### src/rtl/prog_timer_if.sv
// Control/status bundle of the programmable step timer.
// master: the block that programs the timer and consumes its status.
// slave : the timer itself.
interface prog_timer_if #(
    parameter int CNT_W = 8
);
    logic             counter_reset;
    logic             run;
    logic             mode;
    logic [CNT_W-1:0] limit;
    logic [CNT_W-1:0] counter;
    logic             tick;
    logic             step;
    logic             wrap;
    logic             done;
    logic             capture_req;
    logic [CNT_W-1:0] capture_val;
    logic             capture_vld;

    modport master (
        output counter_reset, run, mode, limit, capture_req,
        input  counter, tick, step, wrap, done, capture_val, capture_vld
    );

    modport slave (
        input  counter_reset, run, mode, limit, capture_req,
        output counter, tick, step, wrap, done, capture_val, capture_vld
    );
endinterface

### src/rtl/prog_timer.sv
// Programmable step timer: prescaler -> sub-count -> step counter, all on one
// clock with single-cycle enable pulses (no derived clocks).
// Wrap (periodic) or one-shot mode against a programmable limit.
// Optional feature macro: CAPTURE_EN (counter snapshot on capture_req).
module prog_timer #(
    parameter int PRESCALE       = 5000000,
    parameter int TICKS_PER_STEP = 10,
    parameter int CNT_W          = 8
) (
    input  logic        clock,
    input  logic        reset,
    prog_timer_if.slave bus
);
    localparam int PRE_W = $clog2(PRESCALE);
    localparam int SUB_W = (TICKS_PER_STEP > 1) ? $clog2(TICKS_PER_STEP) : 1;
    localparam logic [PRE_W-1:0] PRE_LAST = PRE_W'(PRESCALE - 1);
    localparam logic [SUB_W-1:0] SUB_LAST = SUB_W'(TICKS_PER_STEP - 1);

    logic [PRE_W-1:0] pre_cnt_r;
    logic [SUB_W-1:0] sub_cnt_r;
    logic [CNT_W-1:0] counter_r;
    logic             done_r;
    logic             tick_r;
    logic             step_r;
    logic             wrap_r;
    logic [CNT_W-1:0] capture_val_r;
    logic             capture_vld_r;

    logic             halted_s;
    logic             advance_s;
    logic             tick_evt_s;
    logic             step_evt_s;
    logic [CNT_W-1:0] cnt_inc_s;
    logic [PRE_W-1:0] pre_next_s;
    logic [SUB_W-1:0] sub_next_s;
    logic [CNT_W-1:0] cnt_next_s;
    logic             done_next_s;
    logic             tick_next_s;
    logic             step_next_s;
    logic             wrap_next_s;

    // Next-state of prescaler, sub-count, counter and status pulses.
    always_comb begin
        halted_s    = bus.mode & done_r;
        advance_s   = bus.run & ~halted_s;
        tick_evt_s  = advance_s & (pre_cnt_r == PRE_LAST);
        step_evt_s  = tick_evt_s & (sub_cnt_r == SUB_LAST);
        cnt_inc_s   = counter_r + CNT_W'(1);
        pre_next_s  = pre_cnt_r;
        sub_next_s  = sub_cnt_r;
        cnt_next_s  = counter_r;
        done_next_s = done_r;
        tick_next_s = 1'b0;
        step_next_s = 1'b0;
        wrap_next_s = 1'b0;
        if (bus.counter_reset) begin
            // Clear wins over a step due this cycle; that step is dropped.
            pre_next_s  = {PRE_W{1'b0}};
            sub_next_s  = {SUB_W{1'b0}};
            cnt_next_s  = {CNT_W{1'b0}};
            done_next_s = 1'b0;
        end else begin
            tick_next_s = tick_evt_s;
            step_next_s = step_evt_s;
            if (advance_s) begin
                pre_next_s = tick_evt_s ? {PRE_W{1'b0}} : pre_cnt_r + PRE_W'(1);
            end else begin
                pre_next_s = pre_cnt_r;
            end
            if (tick_evt_s) begin
                sub_next_s = step_evt_s ? {SUB_W{1'b0}} : sub_cnt_r + SUB_W'(1);
            end else begin
                sub_next_s = sub_cnt_r;
            end
            if (step_evt_s) begin
                if (!bus.mode) begin
                    // >= rather than == so a limit lowered below the count still wraps.
                    if (counter_r >= bus.limit) begin
                        cnt_next_s  = {CNT_W{1'b0}};
                        wrap_next_s = 1'b1;
                    end else begin
                        cnt_next_s = cnt_inc_s;
                    end
                end else begin
                    if (counter_r >= bus.limit) begin
                        cnt_next_s  = counter_r;
                        done_next_s = 1'b1;
                    end else if (cnt_inc_s == bus.limit) begin
                        cnt_next_s  = bus.limit;
                        done_next_s = 1'b1;
                    end else begin
                        cnt_next_s = cnt_inc_s;
                    end
                end
            end else begin
                cnt_next_s = counter_r;
            end
        end
    end

`ifndef CAPTURE_EN
    logic capture_unused_s;
    assign capture_unused_s = bus.capture_req;
`endif

    // State and registered outputs; reset overrides everything.
    always_ff @(posedge clock) begin
        if (reset) begin
            pre_cnt_r     <= {PRE_W{1'b0}};
            sub_cnt_r     <= {SUB_W{1'b0}};
            counter_r     <= {CNT_W{1'b0}};
            done_r        <= 1'b0;
            tick_r        <= 1'b0;
            step_r        <= 1'b0;
            wrap_r        <= 1'b0;
            capture_val_r <= {CNT_W{1'b0}};
            capture_vld_r <= 1'b0;
        end else begin
            pre_cnt_r <= pre_next_s;
            sub_cnt_r <= sub_next_s;
            counter_r <= cnt_next_s;
            done_r    <= done_next_s;
            tick_r    <= tick_next_s;
            step_r    <= step_next_s;
            wrap_r    <= wrap_next_s;
`ifdef CAPTURE_EN
            // Snapshot is the post-update value, so a clear in the same cycle captures 0.
            if (bus.capture_req) begin
                capture_val_r <= cnt_next_s;
                capture_vld_r <= 1'b1;
            end else begin
                capture_val_r <= capture_val_r;
                capture_vld_r <= 1'b0;
            end
`else
            capture_val_r <= {CNT_W{1'b0}};
            capture_vld_r <= 1'b0;
`endif
        end
    end

    assign bus.counter     = counter_r;
    assign bus.tick        = tick_r;
    assign bus.step        = step_r;
    assign bus.wrap        = wrap_r;
    assign bus.done        = done_r;
    assign bus.capture_val = capture_val_r;
    assign bus.capture_vld = capture_vld_r;
endmodule

### src/flat_wrapper.sv
// flat-port wrapper written by rule: the top's interface ports become plain ports
module prog_timer_flat 
#(
    parameter int PRESCALE       = 5000000,
    parameter int TICKS_PER_STEP = 10,
    parameter int CNT_W          = 8
)
  (clock, reset, bus_counter_reset, bus_run, bus_mode, bus_limit, bus_capture_req, bus_counter, bus_tick, bus_step, bus_wrap, bus_done, bus_capture_val, bus_capture_vld);
  prog_timer_if #(.CNT_W(CNT_W)) bus_i ();
  input  logic clock;
  input  logic reset;
  input wire logic [$bits(bus_i.counter_reset)-1:0] bus_counter_reset;
  input wire logic [$bits(bus_i.run)-1:0] bus_run;
  input wire logic [$bits(bus_i.mode)-1:0] bus_mode;
  input wire logic [$bits(bus_i.limit)-1:0] bus_limit;
  input wire logic [$bits(bus_i.capture_req)-1:0] bus_capture_req;
  output wire logic [$bits(bus_i.counter)-1:0] bus_counter;
  output wire logic [$bits(bus_i.tick)-1:0] bus_tick;
  output wire logic [$bits(bus_i.step)-1:0] bus_step;
  output wire logic [$bits(bus_i.wrap)-1:0] bus_wrap;
  output wire logic [$bits(bus_i.done)-1:0] bus_done;
  output wire logic [$bits(bus_i.capture_val)-1:0] bus_capture_val;
  output wire logic [$bits(bus_i.capture_vld)-1:0] bus_capture_vld;
  assign bus_i.counter_reset = bus_counter_reset;
  assign bus_i.run = bus_run;
  assign bus_i.mode = bus_mode;
  assign bus_i.limit = bus_limit;
  assign bus_i.capture_req = bus_capture_req;
  assign bus_counter = bus_i.counter;
  assign bus_tick = bus_i.tick;
  assign bus_step = bus_i.step;
  assign bus_wrap = bus_i.wrap;
  assign bus_done = bus_i.done;
  assign bus_capture_val = bus_i.capture_val;
  assign bus_capture_vld = bus_i.capture_vld;
  prog_timer #(.PRESCALE(PRESCALE), .TICKS_PER_STEP(TICKS_PER_STEP), .CNT_W(CNT_W)) u_core (.clock(clock), .reset(reset), .bus(bus_i));
endmodule
### config.mk
export PLATFORM = sky130hd
export DESIGN_NAME = prog_timer_flat
export DESIGN_NICKNAME = d
export VERILOG_FILES = /design/src/rtl/prog_timer_if.sv /design/src/rtl/prog_timer.sv /design/src/flat_wrapper.sv
export SDC_FILE = /design/constraint.sdc
export NUM_CORES = 1
export LEC_CHECK = 0
export ABC_AREA = 1
export BUFFER_PORTS_ARGS = -buffer_cell sky130_fd_sc_hd__buf_2
export CAP_MARGIN = 20
export CORE_ASPECT_RATIO = 0.8
export CORE_MARGIN = 2
export CORE_UTILIZATION = 50
export CTS_CLUSTER_DIAMETER = 50
export DETAILED_ROUTE_END_ITERATION = 8
export PLACE_DENSITY_LB_ADDON = 0.3
export SYNTH_ARGS = -nofsm -noshare
export SYNTH_HDL_FRONTEND = slang
export SYNTH_SLANG_ARGS = --single-unit
### constraint.sdc
create_clock -name clock -period 2.05 [get_ports clock]
set_input_delay 0.205 -clock clock [delete_from_list [all_inputs] [get_ports clock]]
set_output_delay 0.205 -clock clock [all_outputs]
set_load 0.01 [all_outputs]
==> results.cfg <==
[global_routing]
groute.usage.overall_pct = 21.9
gr-total-overflow = 0
grt_start_max_net_pins = 18
grt_antenna_before_repair = 0
grt_pass1_wl_um = 9770
grt_pass1_vias = 2126

[route]
finalWirelength_um = 5870
vias = 2436
vias_per_cell = 5.09
wl_met2_um = 2430
antenna_left = 0
route.met3.wl_um = 266
drt_iter0_drc = 184
wl_per_cell_um = 12.3
top_layer_used = met4
drt_pre_antenna_iters = 6
drc = 0
met1Wirelength_um = 3130

[worst_setup_path]
r2r_setup_slack_ns = 0.17
crit_path_max_fanout = 8
slowest_delay_ns = 0.36
r2r_cells = 10
cp.required_ns = 2.23
path_delay_family = simple AND/OR/NAND/NOR gates
path_cells = ha_1, nand2_1, nor2_2, nand4_1, nand3_1, nand2_1, nand2_2, inv_2, o21ai_0, nor2_1
worst-path-stages = 10
crit_type = reg -> reg
worst-path-buf-inv = 1
worst_setup_path_end_kind = flip-flop
cp.arrival_ns = 2.06
r2r_end = u_core.bus.counter[0]$_SDFFE_PP0P_
start_kind = flip-flop
rr_startpoint = u_core.bus.counter[5]$_SDFFE_PP0P_
path_common_cell = nand2_1
cpMaxStageDelayCell = dfxtp_1

[worst_hold_path]
hp-start = bus_mode
min_delay_path_depth = 3
holdPathEnd = u_core.bus.done$_SDFFE_PP0P_
hold_class = in -> reg

[timing]
skew_ns = 0.00506
final_hold_viol_count = 0
fin_ws_ns = 0.165
fin_crit_sh_pct = 91.9
rsz0062_at_grt = false
slew_violations = 0
fin_crit_ns = 1.88
setup_violations = 0
fmax_ghz = 0.531
whs_ns = 0.259
fin_tns_setup_ns = 0

[clock_tree]
cts_setup_buffers = 0
cts_inserted_buffers = 5
clock_latency_ns = 0.29
clock_sink_count = 39
cts_hold_buf = 0
cts.path.max_buffers = 2
clkTransAtPathRegs_ns = 0.07
root_buffer = clkbuf_8
cts_tree = yes
ctsResizeCount = 0
htree_levels = 2

[floorplanning]
die_x_um = 83.3
core_area_mm2 = 0.00492
ios = 35
start_util_pct = 51.1
dieArea_mm2 = 0.00561
dieHeight_um = 67.4
rows = 23

[synthesis]
synth_cell_types = 35
syn_area_mm2 = 0.00251
syn_inst = 379
ys_seq_area_share_pct = 31.1
yosys_warnings = 0
syn_avg_cell_area_um2 = 6.63
ys_ff_latch = 39

[cells_and_area]
layout.cells.non_filler = 479
register_area_um2 = 781
multi_input_area_mm2 = 0.00146
area_delta_synth_final_pct = 12.0
mostFrequentLayoutCell = nand2_1
layout_common_cells = nand2_1, inv_1, nor2_1
num-fill-cells = 484
fin_nets = 442
antennaDiodeCount = 0
drive_gt1_share_pct = 14.9

[placed_design]
gp_congestion = 0.933
place.port_buffers = 24
post-place-ws_ns = 0.147
dp.cells = 471
place_hpwl_um = 4590

[power_and_ir_drop]
power.total_w = 0.00134
peakVddDrop_v = 0.000302
power-per-cell-area_mw_per_mm2 = 478
leakagePower_nw = 1.27

[job]
drv_cap = 0

[status]
outcome = completed
cell type report:
class / instances / share of cell area (%)
flip-flops and latches: 39 / 27.8
clock inverters: 1 / 0.178
clock buffers: 7 / 2.71
multi-input cells: 278 / 52.0
well taps: 62 / 2.76
repair buffers: 33 / 6.67
inverters: 59 / 7.96
through the flow:
step           utilization [%]  cell area, µm²
6_report                  57.2            2810
5_1_grt                   57.2            2810
4_1_cts                   57.0            2800
3_5_place_dp              55.3            2720
3_3_place_gp              55.3            2720
2_1_floorplan                -            2540
sequential cells by signal, indices dropped and copies added (netlist names):
| register | flops |
|---|---|
| u_core.bus.tick | 1 |
| u_core.bus.done | 1 |
| u_core.bus.step | 1 |
| u_core.bus.wrap | 1 |
| u_core.pre_cnt_r | 23 |
| u_core.sub_cnt_r | 4 |
| u_core.bus.counter | 8 |
cell families after synthesis:
logic type | count (synthesis) | share of synthesized area (%)
AOI/OAI and AO/OA | 52 | 12.3
xor gates and xnor gates | 1 | 0.349
adders and majority gates | 12 | 5.98
buffers and inverters | 70 | 12.4
DFF | 39 | 31.1
other | 1 | 0.149
and+or+nand+nor | 204 | 37.8
where the power goes:
| part | switching [W] | internal [W] |
|---|---|---|
| combinational | 0.0000575 | 0.0000272 |
| clock | 0.000261 | 0.000239 |
| sequential | 0.00000146 | 0.000758 |
worst min-delay path, cell delays in order:
cell and delay, ns:
buf_2 0.15, nand3_1 0.09, a21oi_1 0.05
per-layer routing:
metal | GRT usage [%] | vias to the layer above
met3 | 4.40 | 6
met4 | 6.15 | 0
met2 | 32.2 | 50
met5 | 0 | -
li1 | - | 1290
met1 | 32.3 | 1090
worst max-delay path by stage:
stage,start,end
3_5_place_dp,bus_limit[7],u_core.bus.counter[4]$_SDFFE_PP0P_
4_1_cts,u_core.bus.counter[5]$_SDFFE_PP0P_,u_core.bus.counter[0]$_SDFFE_PP0P_
2_1_floorplan,u_core.bus.counter[0]$_SDFFE_PP0P_,u_core.bus.counter[0]$_SDFFE_PP0P_
6_report,u_core.bus.counter[5]$_SDFFE_PP0P_,u_core.bus.counter[0]$_SDFFE_PP0P_
5_1_grt,u_core.pre_cnt_r[0]$_SDFFE_PP0P_,u_core.pre_cnt_r[20]$_SDFFE_PP0P_
3_3_place_gp,u_core.bus.counter[5]$_SDFFE_PP0P_,u_core.bus.counter[0]$_SDFFE_PP0P_
cell usage after synthesis (all sizes together):
cell     number  area share [%]
o21a          4             1.2
a2bb2oi       1            0.35
a21oi        25             5.0
ha           12             6.0
nand2        83              13
clkbuf        2            0.75
and3          1            0.25
nor4          1            0.25
dfxtp        39              31
o211ai        1            0.30
nor3b         1            0.30
conb          1            0.15
o211a         1            0.40
nor2         53             9.1
inv          59             8.9
a21boi        1            0.75
buf           9             2.7
nor3         13             3.4
xor2          1            0.35
nand3        37             7.8
nand4        14             3.7
o21ai        14             2.8
o31ai         4             1.2
nand3b        1            0.30
a22oi         1            0.30
No activity file was read; power rests on OpenSTA's default activity.
